<file path="src/rtl/vwb_history_buffer.sv">
// Delays the writeback triple by DEPTH stages and forwards the youngest held write to NUM_RD lookup ports.
// Latency DEPTH unstalled edges; stall holds every stage and drops the input, flush clears every stage.
module vwb_history_buffer #(
  parameter int WIDTH  = 32,
  parameter int DEPTH  = 2,
  parameter int NUM_RD = 2
) (
  input  logic                       clk,
  input  logic                       rst,
  input  logic                       stall,
  input  logic                       flush,
  input  logic [4:0]                 i_vwb_rdst,
  input  logic                       i_vwb_reg_write_rf,
  input  logic [WIDTH-1:0]           i_vwb_mux,
  input  logic [5*NUM_RD-1:0]        i_fwd_raddr,
  output logic [NUM_RD-1:0]          o_fwd_hit,
  output logic [WIDTH*NUM_RD-1:0]    o_fwd_data,
  output logic [4:0]                 o_vwb_rdst,
  output logic                       o_vwb_reg_write_rf,
  output logic [WIDTH-1:0]           o_vwb_mux,
  output logic [$clog2(DEPTH+1)-1:0] o_vwb_pending
);

  localparam int PW = $clog2(DEPTH+1);

  logic [4:0]       rdst_q [DEPTH];
  logic [4:0]       rdst_d [DEPTH];
  logic [WIDTH-1:0] data_q [DEPTH];
  logic [WIDTH-1:0] data_d [DEPTH];
  logic [DEPTH-1:0] we_q, we_d;
  logic [PW-1:0]    pending_q, pending_d;

  always_comb begin
    we_d      = we_q;
    pending_d = '0;
    for (int i = 0; i < DEPTH; i++) begin
      rdst_d[i] = rdst_q[i];
      data_d[i] = data_q[i];
    end
    if (flush) begin
      we_d = '0;
      for (int i = 0; i < DEPTH; i++) begin
        rdst_d[i] = '0;
        data_d[i] = '0;
      end
    end else if (!stall) begin
      rdst_d[0] = i_vwb_rdst;
      we_d[0]   = i_vwb_reg_write_rf;
      data_d[0] = i_vwb_mux;
      for (int i = 1; i < DEPTH; i++) begin
        rdst_d[i] = rdst_q[i-1];
        we_d[i]   = we_q[i-1];
        data_d[i] = data_q[i-1];
      end
    end
    // Pending is registered from the next-state enables so it tracks the stages exactly.
    for (int i = 0; i < DEPTH; i++) begin
      pending_d = pending_d + PW'(we_d[i]);
    end
  end

  always_ff @(posedge clk or negedge rst) begin
    if (!rst) begin
      we_q      <= '0;
      pending_q <= '0;
      for (int i = 0; i < DEPTH; i++) begin
        rdst_q[i] <= '0;
        data_q[i] <= '0;
      end
    end else begin
      we_q      <= we_d;
      pending_q <= pending_d;
      for (int i = 0; i < DEPTH; i++) begin
        rdst_q[i] <= rdst_d[i];
        data_q[i] <= data_d[i];
      end
    end
  end

  logic [4:0] raddr;

  // Scan oldest to youngest so the youngest matching stage overwrites any older hit.
  always_comb begin
    o_fwd_hit  = '0;
    o_fwd_data = '0;
    raddr      = '0;
    for (int k = 0; k < NUM_RD; k++) begin
      raddr = i_fwd_raddr[5*k +: 5];
      for (int i = DEPTH-1; i >= 0; i--) begin
        if (we_q[i] && (rdst_q[i] == raddr) && (raddr != 5'd0)) begin
          o_fwd_hit[k]                 = 1'b1;
          o_fwd_data[WIDTH*k +: WIDTH] = data_q[i];
        end
      end
    end
  end

  assign o_vwb_rdst         = rdst_q[DEPTH-1];
  assign o_vwb_reg_write_rf = we_q[DEPTH-1];
  assign o_vwb_mux          = data_q[DEPTH-1];
  assign o_vwb_pending      = pending_q;

endmodule

</file>
<file path="config.mk">
export PLATFORM = sky130hd
export DESIGN_NAME = vwb_history_buffer
export DESIGN_NICKNAME = d
export VERILOG_FILES = /design/src/rtl/vwb_history_buffer.sv
export SDC_FILE = /design/constraint.sdc
export NUM_CORES = 1
export LEC_CHECK = 0
export CORE_UTILIZATION = 40
export CTS_CLUSTER_SIZE = 14
export DETAILED_ROUTE_END_ITERATION = 6
export PLACE_DENSITY_LB_ADDON = 0.1
export REMOVE_ABC_BUFFERS = 1
export SYNTH_ARGS = -nofsm -noshare
export SYNTH_HDL_FRONTEND = slang
export SYNTH_SLANG_ARGS = --single-unit
</file>
<file path="constraint.sdc">
create_clock -name clk -period 8.3 [get_ports clk]
set_clock_uncertainty 0.2 [all_clocks]
set_input_delay 2.075 -clock clk [delete_from_list [all_inputs] [get_ports clk]]
set_output_delay 2.075 -clock clk [all_outputs]
set_load 0.01 [all_outputs]
</file>
## Word level (Yosys, flattened, before mapping)

Index checks and enable logic that the tools add are counted.

| operators by class | value |
|---|---|
| reductions and logical operators | 10 |
| $add $sub $neg | 1 |
| eq/ne operators | 5 |
| mux-type cells | 14 |

Operators with widths:

| operator | count |
|---|---|
| $mux W32 | 4 |
| $mux W64 | 2 |
| $eq A5 B5 Y1 | 4 |
| $mux W10 | 2 |
| $reduce_bool A5 Y1 | 2 |
| $logic_and A1 B1 Y1 | 8 |
| $mux W1 | 4 |
| $mux W2 | 2 |
| $add A1 B1 Y2 | 1 |
| $ne A2 B1 Y1 const B | 1 |

| word-level totals | value |
|---|---|
| word-level logic and storage cells | 36 |
| output and inout bits | 106 |
| flip-flop bits (word level) | 78 |
| input bits | 52 |

## Logic depth before layout (Yosys ltp)

| depth | value |
|---|---|
| depth in word-level cells | 5 |
| mapped depth | 6 |
| depth with buffers taken out | 4 |

## Worst setup path before layout

No wires, ideal clock.

| timing path | value |
|---|---|
| kind | input to output |
| start point | in i_fwd_raddr[2] |
| end point | out o_fwd_data[10] |
| data required time | 6.025 ns |
| data arrival time | 3.477 ns |
| path buffers | 2 |
| stages on the path | 6 |
| slack | 2.548 ns |
| cells stage by stage | or4_4 -> nor2_4 -> or4_4 -> buf_6 -> buf_6 -> mux2_4 |

| on the way | value |
|---|---|
| cells in the longest elaborated chain, start to end | 5 |
| elaborated cells between the ends (all ways) | 9 |
| classes of those cells | eq/ne (2); mux (2); reduce/logical (5) |

RTL lines:

| element | line | source |
|---|---|---|
| from (decl) | 15 | `input logic [5*NUM_RD-1:0] i_fwd_raddr,` |
| $eq A5 B5 Y1 | 90 | `if (we_q[i] && (rdst_q[i] == raddr) && (raddr != 5'd0)) begin` |
| $logic_and A1 B1 Y1 (2 in a row) | 90 |  |
| $mux W32 | 90 |  |
| $mux W32 * | 90 |  |
| to (decl) | 17 | `output logic [WIDTH*NUM_RD-1:0] o_fwd_data,` |

Every way passes the cells marked *; elsewhere a longest branch is shown, timed or not.

## Final worst setup path

| timing path | value |
|---|---|
| start point | in i_fwd_raddr[2] |
| end point | out o_fwd_data[1] |

Same word-level chain as after synthesis.

==> results.json <==
{
  "critPathLaunchType": "input pin",
  "gp_congestion": 0.796,
  "syn_avg_cell_area_sq_um": 11.2,
  "synth_top_area_share_pct": 36.8,
  "worst_pin_slew_ns": 0.998,
  "synth_area_leaders": "dfrtp_1, mux2_4, mux2i_1",
  "portBuffers": 157,
  "maxSlewViolCount": 0,
  "overflow": 0,
  "status": "completed",
  "ys_ff_latch": 78,
  "clkLatencyLatePin_ns": 0.33,
  "drtAntennaViolNets": 0,
  "p_leak_nw": 3.10,
  "ir_drop_mv": 0.0940,
  "clock_sinks": 78,
  "via_per_inst": 5.29,
  "cts_inserted_buffers": 9,
  "htreeDepth": 3,
  "setup_violations": 0,
  "crit_chain": "clkdlybuf4s50_1 -> or4_4 -> nor2_4 -> or4_4 -> mux2_2 -> clkdlybuf4s50_1",
  "synth.most_common_cell": "dfrtp_1",
  "pwr-share-clk_pct": 47.2,
  "drtPass1Iterations": 4,
  "synthArstFlopShare_pct": 100,
  "fin_setup_tns_ns": 0,
  "wl_per_cell_um": 18.3,
  "drive_above_1_share_pct": 16.8,
  "track_usage_pct": 20.7,
  "synth_common_cells": "dfrtp_1, mux2i_1, nor2_1, nor4b_1, mux2_4",
  "p_per_area_nw_per_um2": 146,
  "clockRootBuffer": "clkbuf_16",
  "worst-path-max-fanout": 33,
  "fp.dieArea_sq_um": 13700,
  "drt_iter0_markers": 184,
  "max_freq_ghz": 0.143,
  "die_h_um": 117,
  "synth_edf_count": 0,
  "vias": 3959,
  "post_cts_buffers": 0,
  "rows": 41,
  "maxCapViolCount": 0,
  "crit_path_end_kind": "primary output",
  "path_class": "in -> out",
  "seqPwrFrac_pct": 40.7,
  "rsz0062_at_grt": "no",
  "period_share_pct": 84.4,
  "multi_input_area_sq_um": 2850,
  "syn2layout_area_growth_pct": 32.1,
  "finalCriticalPeriod_ns": 7.01,
  "switching_share_pct": 22.5,
  "grt_pass1_wl_mm": 21.5,
  "p_comb_share_pct": 12.1,
  "synthCells": 475,
  "nets": 624,
  "holdBufCountCts": 0,
  "slew_headroom_pct": 33.5,
  "hold_depth": 2,
  "yosysTopAreaCell": "dfrtp_1",
  "grt_start_max_net_pins": 79,
  "pre_cts_slack_ns": 1.29,
  "netSwitchingPower_w": 0.000231,
  "yosysWarnings": 0,
  "fp.dieW_um": 117,
  "power_w": 0.00102,
  "drc": 0,
  "initial_core_util_pct": 41.5,
  "slowest_stage": "or4_4",
  "core_area_sq_um": 12800,
  "seqCellArea_sq_um": 1950,
  "p_int_w": 0.000793,
  "rr_worst_depth": 3,
  "syn_area_sq_um": 5310,
  "antenna_found_initial": 1,
  "slowest_delay_ns": 0.59,
  "clk_pin_slew_worst_paths_ns": 0.06,
  "drt_wl_total_mm": 13.7,
  "clk_path_buf_depth": 2,
  "setup_ws_ns": 1.29,
  "fill_cells": 1138,
  "diodes": 0,
  "cts_tree": "built",
  "hpwl_mm": 8.72,
  "required_ns": 6.03,
  "arrival_ns": 4.73,
  "ctsResizeCount": 0,
  "ios": 158,
  "hold_viol_final": 0,
  "grt_pass1_vias": 3970,
  "ys_types": 21,
  "hp-class": "reg -> reg",
  "synth_seq_area_share_pct": 36.8,
  "ys.flop_type": "dfrtp_1"
}
-- cell type report --
cell class                 instances  area share, %
multi-input combinational        317           40.7
clock inverter                     6           1.89
tap                              172           3.07
timing repair buffer             165           23.1
sequential                        78           27.8
clock buffer                      10           3.41
-- layer usage --
layer,track usage [%],wire length (um)
met5,0,11
met4,6.50,134
met3,3.50,655
met2,34.6,6700
met1,27.5,6180
-- kinds of logic after synthesis --
| kind of cell | count (synthesis) | share of synthesized area [%] |
|---|---|---|
| and+or+nand+nor | 154 | 17.9 |
| muxes | 140 | 32.0 |
| buffers and inverters | 80 | 9.50 |
| DFF | 78 | 36.8 |
| xor gates and xnor gates | 20 | 3.30 |
| AOI/OAI and AO/OA | 2 | 0.283 |
| adders and majority gates | 1 | 0.236 |
-- worst paths after layout --
path	startpoint	to	slack [ns]
max in group asynchronous	rst	rdst_q[5]	5.55
min reg2reg	o_vwb_mux[6]	o_vwb_mux[6]	0.37
max	i_fwd_raddr[2]	o_fwd_data[1]	1.29
max reg2reg	we_q[0]	o_vwb_pending[0]	6.99
min	o_vwb_mux[6]	o_vwb_mux[6]	0.37
min in group asynchronous	rst	data_q[35]	1.70
-- cells in the final DEF (no fill, tap or decap), drive strengths merged --
cell and n:
buf 11, nor3 2, nand3 2, nand4 4, or4 4, mux2 64
nor4b 62, clkinvlp 1, dfrtp 78, xor2 4, xnor2 16, clkdlybuf4s50 154
ha 1, clkbuf 10, mux2i 76, clkinv 1, nand2 2, o31ai 2
bufinv 4, nor2 78
-- stage by stage --
stage / std cells / util, % / cell area [sq um] / hold WS [ns]
after floorplan: 395 / - / 4800 / 0.322
after global placement: 732 / 52.0 / 6640 / 0.339
after detailed placement: 732 / 52.0 / 6640 / 0.357
after CTS: 748 / 54.9 / 7010 / 0.370
after global routing: 748 / 54.9 / 7010 / 0.402
final: 748 / 54.9 / 7010 / 0.369
-- worst max-delay path: cells and delay by family --
family                 cells  cell delay (ns)
AND/OR/NAND/NOR            3             1.26
buffers and inverters      2             0.96
multiplexers               1             0.41
-- registers in the layout (all words and copies together), names as in the netlist --
register and count:
data_q 32, o_vwb_mux 32, o_vwb_rdst 5, rdst_q 5, o_vwb_pending 2, we_q 2
-- power groups by stage --
stage | combinational, W | sequential, W | clock, W
2_1_floorplan | 0.0000473 | 0.000421 | 0
3_3_place_gp | 0.000124 | 0.000423 | 0
3_5_place_dp | 0.000125 | 0.000423 | 0
4_1_cts | 0.000126 | 0.000417 | 0.000494
5_1_grt | 0.000135 | 0.000419 | 0.000510
6_report | 0.000124 | 0.000416 | 0.000483
Power figures use the tool's default switching activity.
